==> src/rtl/pe_seq_pkg.sv <==
// Shared types and constants for the binary dot-product PE sequencer.
package pe_seq_pkg;

  localparam int ACC_W  = 11;
  localparam int WORD_W = 16;

  // XNOR(00FF, 0000) = FF00 -> popcount 8 -> zero contribution to the PE sum
  localparam logic [WORD_W-1:0] NEUTRAL_WEIGHT = 16'h00FF;
  localparam logic [WORD_W-1:0] NEUTRAL_ACT    = 16'h0000;

  typedef enum logic [1:0] {
    IDLE,
    ISSUE,
    DRAIN,
    OUT
  } state_t;

endpackage

==> src/rtl/pe_seq_ctrl_if.sv <==
// Bus bundle between the PE sequencer and its surroundings (scheduler job
// port, weight/activation buffers, PE, result handshake).
// Optional out_sign signal present when PE_SEQ_BINARIZE_EN is defined.
interface pe_seq_ctrl_if #(
  parameter int ADDR_W = 8,
  parameter int LEN_W  = 6
) ();
  import pe_seq_pkg::*;

  // job request
  logic              start;
  logic [LEN_W-1:0]  len;
  logic [ADDR_W-1:0] wt_base;
  logic [ADDR_W-1:0] act_base;
  logic [ACC_W-1:0]  bias;
  logic              busy;
  // buffer read port
  logic              mem_rd_en;
  logic [ADDR_W-1:0] wt_addr;
  logic [ADDR_W-1:0] act_addr;
  logic [WORD_W-1:0] wt_rdata;
  logic [WORD_W-1:0] act_rdata;
  // PE side
  logic              pe_load;
  logic [WORD_W-1:0] pe_weight;
  logic [WORD_W-1:0] pe_activation;
  logic [ACC_W-1:0]  pe_acc_in;
  logic [ACC_W-1:0]  pe_acc_out;
  // result handshake
  logic              out_valid;
  logic              out_ready;
  logic [ACC_W-1:0]  result;
`ifdef PE_SEQ_BINARIZE_EN
  logic              out_sign;
`endif

  // sequencer side
  modport master (
    input  start, len, wt_base, act_base, bias,
    input  wt_rdata, act_rdata, pe_acc_out, out_ready,
    output busy, mem_rd_en, wt_addr, act_addr,
    output pe_load, pe_weight, pe_activation, pe_acc_in,
`ifdef PE_SEQ_BINARIZE_EN
    output out_sign,
`endif
    output out_valid, result
  );

  // environment side (scheduler, buffers, PE)
  modport slave (
    output start, len, wt_base, act_base, bias,
    output wt_rdata, act_rdata, pe_acc_out, out_ready,
    input  busy, mem_rd_en, wt_addr, act_addr,
    input  pe_load, pe_weight, pe_activation, pe_acc_in,
`ifdef PE_SEQ_BINARIZE_EN
    input  out_sign,
`endif
    input  out_valid, result
  );

endinterface

==> src/rtl/pe_seq_delay.sv <==
// Parameterised flag shift register: o_q is i_d delayed by DEPTH cycles.
// Cleared by reset so that in-flight flags are dropped on abort.
module pe_seq_delay #(
  parameter int WIDTH = 1,
  parameter int DEPTH = 1
) (
  input  logic             clk,
  input  logic             rst_n,
  input  logic [WIDTH-1:0] i_d,
  output logic [WIDTH-1:0] o_q
);

  genvar gi;
  generate
    for (gi = 0; gi < DEPTH; gi++) begin : g_stage
      logic [WIDTH-1:0] r_q;
      if (gi == 0) begin : g_head
        // first stage samples the input
        always_ff @(posedge clk or negedge rst_n) begin
          if (!rst_n) r_q <= '0;
          else        r_q <= i_d;
        end
      end else begin : g_tail
        // later stages shift from the previous one
        always_ff @(posedge clk or negedge rst_n) begin
          if (!rst_n) r_q <= '0;
          else        r_q <= g_stage[gi-1].r_q;
        end
      end
    end
  endgenerate

  assign o_q = g_stage[DEPTH-1].r_q;

endmodule

==> src/rtl/pe_seq_ctrl.sv <==
// Sequencer for one binary XNOR/popcount dot-product PE.
// Accepts a job, streams K buffer words into the PE (bias loaded with word 0),
// waits for the PE pipeline to drain and returns the accumulator on a
// valid/ready output.
// Optional feature macro: PE_SEQ_BINARIZE_EN (adds out_sign = ~result[10]).
module pe_seq_ctrl
  import pe_seq_pkg::*;
#(
  parameter int ADDR_W  = 8,
  parameter int LEN_W   = 6,
  parameter int MEM_LAT = 1,
  parameter int PE_LAT  = 2
) (
  input logic          clk,
  input logic          rst_n,
  pe_seq_ctrl_if.master bus
);

  state_t            r_state,    w_state_next;
  logic [LEN_W-1:0]  r_cnt,      w_cnt_next;
  logic [ADDR_W-1:0] r_wt_addr,  w_wt_addr_next;
  logic [ADDR_W-1:0] r_act_addr, w_act_addr_next;
  logic [ACC_W-1:0]  r_bias,     w_bias_next;
  logic              r_rd_en,    w_rd_en_next;
  logic              r_first,    w_first_next;
  logic              r_last,     w_last_next;
  logic [ACC_W-1:0]  r_result,   w_result_next;
  logic              r_out_valid, w_out_valid_next;
`ifdef PE_SEQ_BINARIZE_EN
  logic              r_sign,     w_sign_next;
`endif

  // Read-issue flags realigned to the cycle the buffer data appears.
  logic [2:0] w_align;
  logic       w_valid;
  logic       w_first;
  logic       w_last;
  logic       w_drain_done;

  pe_seq_delay #(.WIDTH(3), .DEPTH(MEM_LAT)) u_mem_align (
    .clk   (clk),
    .rst_n (rst_n),
    .i_d   ({r_rd_en, r_first, r_last}),
    .o_q   (w_align)
  );

  assign w_valid = w_align[2];
  assign w_first = w_align[1];
  assign w_last  = w_align[0];

  // Last word enters the PE, then PE_LAT stages plus the accumulator register
  // before the final sum is visible on pe_acc_out.
  pe_seq_delay #(.WIDTH(1), .DEPTH(PE_LAT + 1)) u_drain (
    .clk   (clk),
    .rst_n (rst_n),
    .i_d   (w_last),
    .o_q   (w_drain_done)
  );

  // State and datapath registers
  always_ff @(posedge clk or negedge rst_n) begin
    if (!rst_n) begin
      r_state     <= IDLE;
      r_cnt       <= '0;
      r_wt_addr   <= '0;
      r_act_addr  <= '0;
      r_bias      <= '0;
      r_rd_en     <= 1'b0;
      r_first     <= 1'b0;
      r_last      <= 1'b0;
      r_result    <= '0;
      r_out_valid <= 1'b0;
`ifdef PE_SEQ_BINARIZE_EN
      r_sign      <= 1'b0;
`endif
    end else begin
      r_state     <= w_state_next;
      r_cnt       <= w_cnt_next;
      r_wt_addr   <= w_wt_addr_next;
      r_act_addr  <= w_act_addr_next;
      r_bias      <= w_bias_next;
      r_rd_en     <= w_rd_en_next;
      r_first     <= w_first_next;
      r_last      <= w_last_next;
      r_result    <= w_result_next;
      r_out_valid <= w_out_valid_next;
`ifdef PE_SEQ_BINARIZE_EN
      r_sign      <= w_sign_next;
`endif
    end
  end

  // Next-state and next-register logic
  always_comb begin
    w_state_next     = r_state;
    w_cnt_next       = r_cnt;
    w_wt_addr_next   = r_wt_addr;
    w_act_addr_next  = r_act_addr;
    w_bias_next      = r_bias;
    w_rd_en_next     = r_rd_en;
    w_first_next     = r_first;
    w_last_next      = r_last;
    w_result_next    = r_result;
    w_out_valid_next = r_out_valid;
`ifdef PE_SEQ_BINARIZE_EN
    w_sign_next      = r_sign;
`endif

    case (r_state)
      IDLE: begin
        if (bus.start) begin
          w_bias_next = bus.bias;
          if (bus.len == '0) begin
            // empty job: the bias itself is the result
            w_result_next    = bus.bias;
            w_out_valid_next = 1'b1;
`ifdef PE_SEQ_BINARIZE_EN
            w_sign_next      = ~bus.bias[ACC_W-1];
`endif
            w_state_next     = OUT;
          end else begin
            w_rd_en_next    = 1'b1;
            w_first_next    = 1'b1;
            w_last_next     = (bus.len == LEN_W'(1));
            w_cnt_next      = bus.len - LEN_W'(1);
            w_wt_addr_next  = bus.wt_base;
            w_act_addr_next = bus.act_base;
            w_state_next    = ISSUE;
          end
        end
      end

      ISSUE: begin
        // r_cnt = reads still to issue after the current one
        w_first_next = 1'b0;
        if (r_cnt == '0) begin
          w_rd_en_next = 1'b0;
          w_last_next  = 1'b0;
          w_state_next = DRAIN;
        end else begin
          w_cnt_next      = r_cnt - LEN_W'(1);
          w_wt_addr_next  = r_wt_addr + ADDR_W'(1);
          w_act_addr_next = r_act_addr + ADDR_W'(1);
          w_last_next     = (r_cnt == LEN_W'(1));
        end
      end

      DRAIN: begin
        if (w_drain_done) begin
          w_result_next    = bus.pe_acc_out;
          w_out_valid_next = 1'b1;
`ifdef PE_SEQ_BINARIZE_EN
          w_sign_next      = ~bus.pe_acc_out[ACC_W-1];
`endif
          w_state_next     = OUT;
        end
      end

      OUT: begin
        if (bus.out_ready) begin
          w_out_valid_next = 1'b0;
          w_state_next     = IDLE;
        end
      end

      default: w_state_next = IDLE;
    endcase
  end

  assign bus.busy          = (r_state != IDLE);
  assign bus.mem_rd_en     = r_rd_en;
  assign bus.wt_addr       = r_wt_addr;
  assign bus.act_addr      = r_act_addr;
  assign bus.pe_load       = w_first;
  // Any cycle without a real word must feed the neutral pair, since the PE
  // accumulates unconditionally.
  assign bus.pe_weight     = w_valid ? bus.wt_rdata  : NEUTRAL_WEIGHT;
  assign bus.pe_activation = w_valid ? bus.act_rdata : NEUTRAL_ACT;
  assign bus.pe_acc_in     = r_bias;
  assign bus.out_valid     = r_out_valid;
  assign bus.result        = r_result;
`ifdef PE_SEQ_BINARIZE_EN
  assign bus.out_sign      = r_sign;
`else
  // no binarized output in this build
`endif

endmodule

==> src/flat_wrapper.sv <==
// flat-port wrapper written by rule: the top's interface ports become plain ports
module pe_seq_ctrl_flat import pe_seq_pkg::*;
#(
  parameter int ADDR_W  = 8,
  parameter int LEN_W   = 6,
  parameter int MEM_LAT = 1,
  parameter int PE_LAT  = 2
)
  (clk, rst_n, bus_start, bus_len, bus_wt_base, bus_act_base, bus_bias, bus_wt_rdata, bus_act_rdata, bus_pe_acc_out, bus_out_ready, bus_busy, bus_mem_rd_en, bus_wt_addr, bus_act_addr, bus_pe_load, bus_pe_weight, bus_pe_activation, bus_pe_acc_in, bus_out_valid, bus_result);
  pe_seq_ctrl_if #(.ADDR_W(ADDR_W), .LEN_W(LEN_W)) bus_i ();
  input logic clk;
  input logic rst_n;
  input wire logic [$bits(bus_i.start)-1:0] bus_start;
  input wire logic [$bits(bus_i.len)-1:0] bus_len;
  input wire logic [$bits(bus_i.wt_base)-1:0] bus_wt_base;
  input wire logic [$bits(bus_i.act_base)-1:0] bus_act_base;
  input wire logic [$bits(bus_i.bias)-1:0] bus_bias;
  input wire logic [$bits(bus_i.wt_rdata)-1:0] bus_wt_rdata;
  input wire logic [$bits(bus_i.act_rdata)-1:0] bus_act_rdata;
  input wire logic [$bits(bus_i.pe_acc_out)-1:0] bus_pe_acc_out;
  input wire logic [$bits(bus_i.out_ready)-1:0] bus_out_ready;
  output wire logic [$bits(bus_i.busy)-1:0] bus_busy;
  output wire logic [$bits(bus_i.mem_rd_en)-1:0] bus_mem_rd_en;
  output wire logic [$bits(bus_i.wt_addr)-1:0] bus_wt_addr;
  output wire logic [$bits(bus_i.act_addr)-1:0] bus_act_addr;
  output wire logic [$bits(bus_i.pe_load)-1:0] bus_pe_load;
  output wire logic [$bits(bus_i.pe_weight)-1:0] bus_pe_weight;
  output wire logic [$bits(bus_i.pe_activation)-1:0] bus_pe_activation;
  output wire logic [$bits(bus_i.pe_acc_in)-1:0] bus_pe_acc_in;
  output wire logic [$bits(bus_i.out_valid)-1:0] bus_out_valid;
  output wire logic [$bits(bus_i.result)-1:0] bus_result;
  assign bus_i.start = bus_start;
  assign bus_i.len = bus_len;
  assign bus_i.wt_base = bus_wt_base;
  assign bus_i.act_base = bus_act_base;
  assign bus_i.bias = bus_bias;
  assign bus_i.wt_rdata = bus_wt_rdata;
  assign bus_i.act_rdata = bus_act_rdata;
  assign bus_i.pe_acc_out = bus_pe_acc_out;
  assign bus_i.out_ready = bus_out_ready;
  assign bus_busy = bus_i.busy;
  assign bus_mem_rd_en = bus_i.mem_rd_en;
  assign bus_wt_addr = bus_i.wt_addr;
  assign bus_act_addr = bus_i.act_addr;
  assign bus_pe_load = bus_i.pe_load;
  assign bus_pe_weight = bus_i.pe_weight;
  assign bus_pe_activation = bus_i.pe_activation;
  assign bus_pe_acc_in = bus_i.pe_acc_in;
  assign bus_out_valid = bus_i.out_valid;
  assign bus_result = bus_i.result;
  pe_seq_ctrl #(.ADDR_W(ADDR_W), .LEN_W(LEN_W), .MEM_LAT(MEM_LAT), .PE_LAT(PE_LAT)) u_core (.clk(clk), .rst_n(rst_n), .bus(bus_i));
endmodule
==> config.mk <==
export PLATFORM = sky130hd
export DESIGN_NAME = pe_seq_ctrl_flat
export DESIGN_NICKNAME = d
export VERILOG_FILES = /design/src/rtl/pe_seq_pkg.sv /design/src/rtl/pe_seq_ctrl_if.sv /design/src/rtl/pe_seq_delay.sv /design/src/rtl/pe_seq_ctrl.sv /design/src/flat_wrapper.sv
export SDC_FILE = /design/constraint.sdc
export NUM_CORES = 1
export LEC_CHECK = 0
export ABC_CLOCK_PERIOD_IN_PS = 3700
export CAP_MARGIN = 20
export CORE_MARGIN = 2
export CORE_UTILIZATION = 30
export CTS_CLUSTER_SIZE = 25
export DETAILED_ROUTE_END_ITERATION = 10
export PLACE_DENSITY = 0.6
export SLEW_MARGIN = 20
export SYNTH_ARGS = -nofsm -noshare
export SYNTH_HDL_FRONTEND = slang
export SYNTH_SLANG_ARGS = --single-unit
==> constraint.sdc <==
create_clock -name clk -period 3.7 [get_ports clk]
set_input_delay 0.37 -clock clk [delete_from_list [all_inputs] [get_ports clk]]
set_output_delay 0.37 -clock clk [all_outputs]
set_load 0.02 [all_outputs]
==> results of run 1 <==
-- worst min-delay path by stage --
stage                                              end  slack, ps  cells after the start
2_1_floorplan       u_core.bus.act_addr[0]$_DFFE_PN0P_         70                      0
3_3_place_gp   u_core.u_drain.g_stage[1].r_q$_DFF_PN0_        330                      0
3_5_place_dp   u_core.u_drain.g_stage[1].r_q$_DFF_PN0_        340                      0
4_1_cts            u_core.bus.pe_acc_in[1]$_DFFE_PN0P_         90                      1
5_1_grt            u_core.bus.pe_acc_in[1]$_DFFE_PN0P_        110                      1
6_report           u_core.bus.pe_acc_in[6]$_DFFE_PN0P_         70                      1
-- area by class of cell --
class / count / area share [%]
clock inverter: 1 / 0.153
timing repair buffer: 156 / 31.6
tap: 136 / 3.47
multi-input combinational: 237 / 33.8
inverter: 9 / 0.689
clock buffer: 7 / 1.76
sequential: 56 / 28.6
-- cell usage after synthesis (2+ instances only) --
library cell / n / area (sq um)
nor2b_1: 2 / 12.5
nor2_1: 19 / 71.3
o311ai_0: 2 / 17.5
clkbuf_1: 10 / 37.5
nand4b_1: 3 / 26.3
nand3_1: 18 / 90.1
buf_4: 2 / 15.0
a2bb2oi_1: 2 / 17.5
o22ai_1: 2 / 12.5
a221o_1: 2 / 20.0
xor2_1: 2 / 17.5
and2_1: 26 / 163
buf_2: 3 / 15.0
inv_1: 9 / 33.8
a21oi_1: 14 / 70.1
nor3_1: 6 / 30.0
mux2i_1: 4 / 40.0
o21ai_0: 17 / 85.1
nand2b_1: 10 / 62.6
nand2_1: 30 / 113
nand4_1: 4 / 25.0
mux2_2: 34 / 383
o32ai_1: 5 / 43.8
ha_1: 13 / 163
or4_1: 3 / 22.5
dfrtp_1: 56 / 1400
a32oi_1: 2 / 17.5
and3_1: 4 / 25.0
-- critical path, stage by stage, from the launching register on --
cell and delay (ps):
dfrtp_1 420, inv_1 130, ha_1 270, nand2_1 400
a21oi_1 550, nand2_1 290, o22ai_1 260, nor3_1 70
-- metal layers --
metal | global-route usage [%] | vias up | share of wire (%)
met3 | 4.13 | 12 | 7.4
met5 | 0 | - | 0
met2 | 27.5 | 124 | 47
li1 | - | 1425 | -
met4 | 5.94 | 0 | 2.4
met1 | 21.4 | 1382 | 43
-- stage by stage --
| stage | hold WS, ps | instances | total power, uW |
|---|---|---|---|
| final | 72.2 | 602 | 3490 |
| after global routing | 114 | 602 | 3750 |
| after CTS | 88.7 | 602 | 3540 |
| after detailed placement | 341 | 594 | 3160 |
| after global placement | 334 | 594 | 3130 |
| after floorplan | 74.4 | 319 | 2340 |
-- flip-flops by register name (all words and copies together), names as in the netlist --
signal,flops
u_core.bus.mem_rd_en,1
u_core.bus.result,11
u_core.bus.act_addr,8
u_core.r_first,1
u_core.r_cnt,6
u_core.r_state,2
u_core.u_mem_align.o_q,3
u_core.bus.pe_acc_in,11
u_core.bus.out_valid,1
u_core.bus.wt_addr,8
u_core.u_drain.g_stage.r_q,2
u_core.r_last,1
u_core.u_drain.o_q,1
-- power groups by stage --
stage | combinational (uW) | clock, uW | sequential, uW
CTS | 2040 | 376 | 1120
global route | 2190 | 400 | 1160
global placement | 2000 | 0 | 1130
finish | 2010 | 360 | 1120
detailed placement | 2030 | 0 | 1130
floorplan | 976 | 0 | 1360
-- cells by family after synthesis --
logic type | Yosys count | share of synthesized area, %
and+or+nand+nor | 131 | 22.5
adders and majority gates | 13 | 5.12
DFF | 56 | 44.1
xor gates and xnor gates | 3 | 0.828
buffers and inverters | 26 | 3.66
AOI/OAI and AO/OA | 52 | 10.5
muxes | 38 | 13.3
-- layout by cell type (no fill, tap or decap), types with 13 or more instances in the layout --
cell / count
nor2_1: 19
ha_1: 13
dfrtp_1: 56
a21oi_1: 14
nand2_1: 30
nand3_1: 18
o21ai_0: 17
and2_1: 26
mux2_2: 34
clkdlybuf4s50_1: 152
==> reports/results.ini, run 1 <==
[final_layout]
seqCellArea_sq_um = 1400
drive_above_1_share_pct = 10.5
layout.nets = 558
diodes = 0
multi_input_area_sq_um = 1660
finalInstanceArea_sq_um = 4910
syn_to_final_growth_pct = 54.5
nFillCells = 972
utilization_pct = 47.5

[power_and_ir_drop]
peakVddDrop_uv = 299
clkPwrFrac_pct = 10.3
sequentialPowerShare_pct = 32.1
powerDensity_nw_per_um2 = 712
p_int_uw = 2030
swShare_pct = 42.0
p_leak_uw = 0.00198
p_switching_uw = 1470
pwr-share-comb_pct = 57.6

[floorplanning]
die_area_sq_um = 11400
rows = 37
pin_count = 154
start_util_pct = 30.8
coreArea_sq_um = 10300
dieWidth_microns = 107
die_y_microns = 107

[synthesis]
synth_cell_type_count = 43
ys.flop_type = dfrtp_1
synthCells = 319
syn_area_sq_um = 3180
synth_warnings = 0
ys_seq_area_share_pct = 44.1
synth.avg_cell_area_sq_um = 9.95
ys_ff_latch = 56
ys_async_sr_fraction_pct = 100
synth_fp_nets = 412
synth-edff-count = 0

[min_path]
min_path_type = in -> async

[sta]
period_share_pct = 67.5
finalHoldViolCount = 0
tightest_slew_ps = 727
fmax_mhz = 401
rsz0062_at_grt = false
setup_tns_ps = 0
fin_skew_ps = 10.8
maxSlewViolCount = 0
slew-limit-headroom_pct = 51.6
final.min_clock_period_ps = 2500
worst_slack_ps = 1200
setup_violations = 0

[critical_path]
r2r-start = u_core.r_state[0]$_DFFE_PN0P_
crit_arrival_ps = 2700
cp-endpoint = u_core.r_cnt[5]$_DFFE_PN0P_
worst-path-max-fanout = 13
timing.reg2reg.setup_slack_ps = 1200
crit_type = reg -> reg
cp-end-kind = flip-flop
ff2ff_path_depth = 7
cp-startpoint = u_core.r_state[0]$_DFFE_PN0P_
r2r-end = u_core.r_cnt[5]$_DFFE_PN0P_
required_ps = 3910
cp-start-kind = flip-flop

[route]
antenna_left = 0
drt_iter0_drc = 128
dr_total_vias = 2943
viasPerCell = 4.89
wl_per_cell_microns = 15.9
wl_microns = 9570
drc_errors = 0
dr.pass1.iters = 4

[status]
outcome = complete, no violations

[cts]
clock-sinks = 56
cts-root-buf = clkbuf_8
cts_made_buffers = 5
cts_resized = 0
cts_tree = built
clkTransAtPathRegs_ps = 110
cts-htree-levels = 2
ctsHoldBuffers = 0
post-cts-setup-buffer-count = 0
clock_latency_ps = 310
cts_max_path_buffers = 2

[global_route]
grt_max_degree = 37
grt_pass1_vias = 2895
grt_use_total_pct = 16.7
overflow = 0
antenna_found_initial = 0
grt_pass1_wl_microns = 15100

[place]
gp_congestion = 0.793
pre_cts_slack_ps = 1130
place_area_sq_um = 4810
dp_hpwl_microns = 7300
portBuffers = 153

[flow_run]
drv_cap = 0

(Power assumes the default switching activity.)
==> run 2, diff against run 1 <==
Settings changed: ABC_CLOCK_PERIOD_IN_PS 3700 to 2300.
Clock period 3.7 ns to 2.3 ns, I/O delays scaled along.
==> run 2 against run 1 <==
Against the previous run: clock skew shrank 4.8 ps; non-clock buffer count up 12; first-iteration DRC count is 61% higher; flip-flop and latch count did not move; sequential power is 62% higher; wire length decreased by 1.6%; power is 64% higher; count of clock-buffer cells in the layout fell by 1; worst hold slack improved by 290 ps; critical path depth is 3 lower; worst setup slack got worse by 1000 ps; register-to-register slack worse by 910 ps.
==> reports/results.ini, run 2 (synthesis results as in run 1) <==
[min_path]
worstHoldEndpoint = u_core.u_drain.o_q$_DFF_PN0_
min-delay-start = u_core.u_drain.g_stage[1].r_q$_DFF_PN0_
min_path_type = reg -> reg
worstHoldPathCells = 0

[critical_path]
ff2ff_path_depth = 7
worst-path-max-fanout = 5
cp-start-kind = flip-flop
timing.reg2reg.setup_slack_ps = 290
cp-end-kind = output port
r2r-end = u_core.r_cnt[5]$_DFFE_PN0P_
required_ps = 2070
crit_arrival_ps = 1870
r2r-start = u_core.r_state[1]$_DFFE_PN0P_
crit_type = reg -> out

[floorplanning]
coreArea_sq_um = 10300
die_area_sq_um = 11400
pin_count = 154
dieWidth_microns = 107
die_y_microns = 107
start_util_pct = 30.8
rows = 37

[global_route]
met3_usage_pct = 4.19
grt_max_degree = 33
grt_pass1_wl_microns = 14800
met2_usage_pct = 28.9
use_met1_pct = 20.4
busiest_layer = met2
grt_use_total_pct = 16.5
antenna_found_initial = 0
overflow = 0
grt_pass1_vias = 2804

[cts]
clock-sinks = 56
clock_latency_ps = 310
cts_made_buffers = 5
cts_max_path_buffers = 2
clkTransAtPathRegs_ps = 100
post-cts-setup-buffer-count = 0
cts_tree = built
cts-htree-levels = 2
cts-root-buf = clkbuf_8

[route]
antenna_left = 0
dr.pass1.iters = 4
dr_total_vias = 2982
viasPerCell = 4.86
drc_errors = 0
wl_per_cell_microns = 15.3
wl_microns = 9420
drt_iter0_drc = 206

[power_and_ir_drop]
p_leak_uw = 0.00205
power_uw = 5730
clkPwrFrac_pct = 10.1
sequentialPowerShare_pct = 31.5
pwr-share-comb_pct = 58.4
p_switching_uw = 2370
peakVddDrop_uv = 532
powerDensity_nw_per_um2 = 1140
swShare_pct = 41.3
p_int_uw = 3370

[flow_run]
drv_cap = 0

[final_layout]
final_common_cell = clkdlybuf4s50_1
final_cell_mix = clkdlybuf4s50_1, dfrtp_1, mux2_2, nand2_1, and2_1
layout.nets = 570
drive_above_1_share_pct = 13.0
diodes = 0
syn_to_final_growth_pct = 57.9
utilization_pct = 48.6

[sta]
tightest_slew_ps = 503
rsz0062_at_grt = false
finalHoldViolCount = 0
setup_violations = 0
final.min_clock_period_ps = 2100
fin_skew_ps = 6.04
slew-limit-headroom_pct = 66.4
maxSlewViolCount = 0
fmax_mhz = 476
setup_tns_ps = 0
period_share_pct = 91.4

[place]
portBuffers = 153
dp_hpwl_microns = 7520
gp_congestion = 0.760

[status]
outcome = complete, no violations

run 2: area by class of cell:
cell class              count  area [sq um]
clock buffers               6          82.6
clock inverters             2          13.8
fillers                   946          5310
inverters                   9          33.8
multi-input cells         237          1660
flip-flops and latches     56          1400
well taps                 136           170
repair buffers            168          1650
run 2: critical path, stage by stage, from the launching register on:
cell,delay [ps]
dfrtp_1,420
inv_1,100
ha_1,250
inv_1,150
clkdlybuf4s50_1,650
run 2: how the worst max path moves through the flow:
| stage | slack, ps | to | from | cells past startpoint |
|---|---|---|---|---|
| floorplan | 440 | u_core.bus.act_addr[4]$_DFFE_PN0P_ | u_core.r_state[0]$_DFFE_PN0P_ | 8 |
| global placement | 160 | u_core.bus.act_addr[4]$_DFFE_PN0P_ | bus_len[1] | 7 |
| detailed placement | 120 | u_core.bus.act_addr[4]$_DFFE_PN0P_ | bus_len[1] | 7 |
| CTS | 20 | bus_pe_activation[3] | u_core.u_mem_align.o_q[2]$_DFF_PN0_ | 2 |
| global route | 70 | bus_busy | u_core.r_state[1]$_DFFE_PN0P_ | 4 |
| finish | 200 | bus_busy | u_core.r_state[1]$_DFFE_PN0P_ | 4 |
run 2: power by group through the flow:
stage | clock network, uW | logic [uW] | registers [uW]
floorplan | 0 | 1570 | 2190
global placement | 0 | 3350 | 1820
detailed placement | 0 | 3390 | 1830
CTS | 607 | 3400 | 1810
global route | 657 | 3650 | 1890
finish | 581 | 3350 | 1810
run 2: layer usage:
layer | wire length, microns | up-vias
met3 | 841 | 5
li1 | - | 1445
met4 | 81 | 0
met2 | 4600 | 138
met1 | 3890 | 1394
met5 | 0 | -
run 2: repair_timing:
action	in CTS	in global routing
hold buffers	1	0
endpoints found under the hold margin	16	0
setup endpoints to repair	0	24
resized for setup	0	1
run 2: per-stage QoR:
step | hold slack, ps | std cells | setup slack, ps | cell area (sq um)
finish | 358 | 614 | 198 | 5010
global route | 371 | 614 | 65.5 | 5010
CTS | 361 | 614 | 20.0 | 5010
detailed placement | 191 | 605 | 123 | 4910
global placement | 193 | 605 | 157 | 4910
floorplan | -65.6 | 319 | 436 | 3180
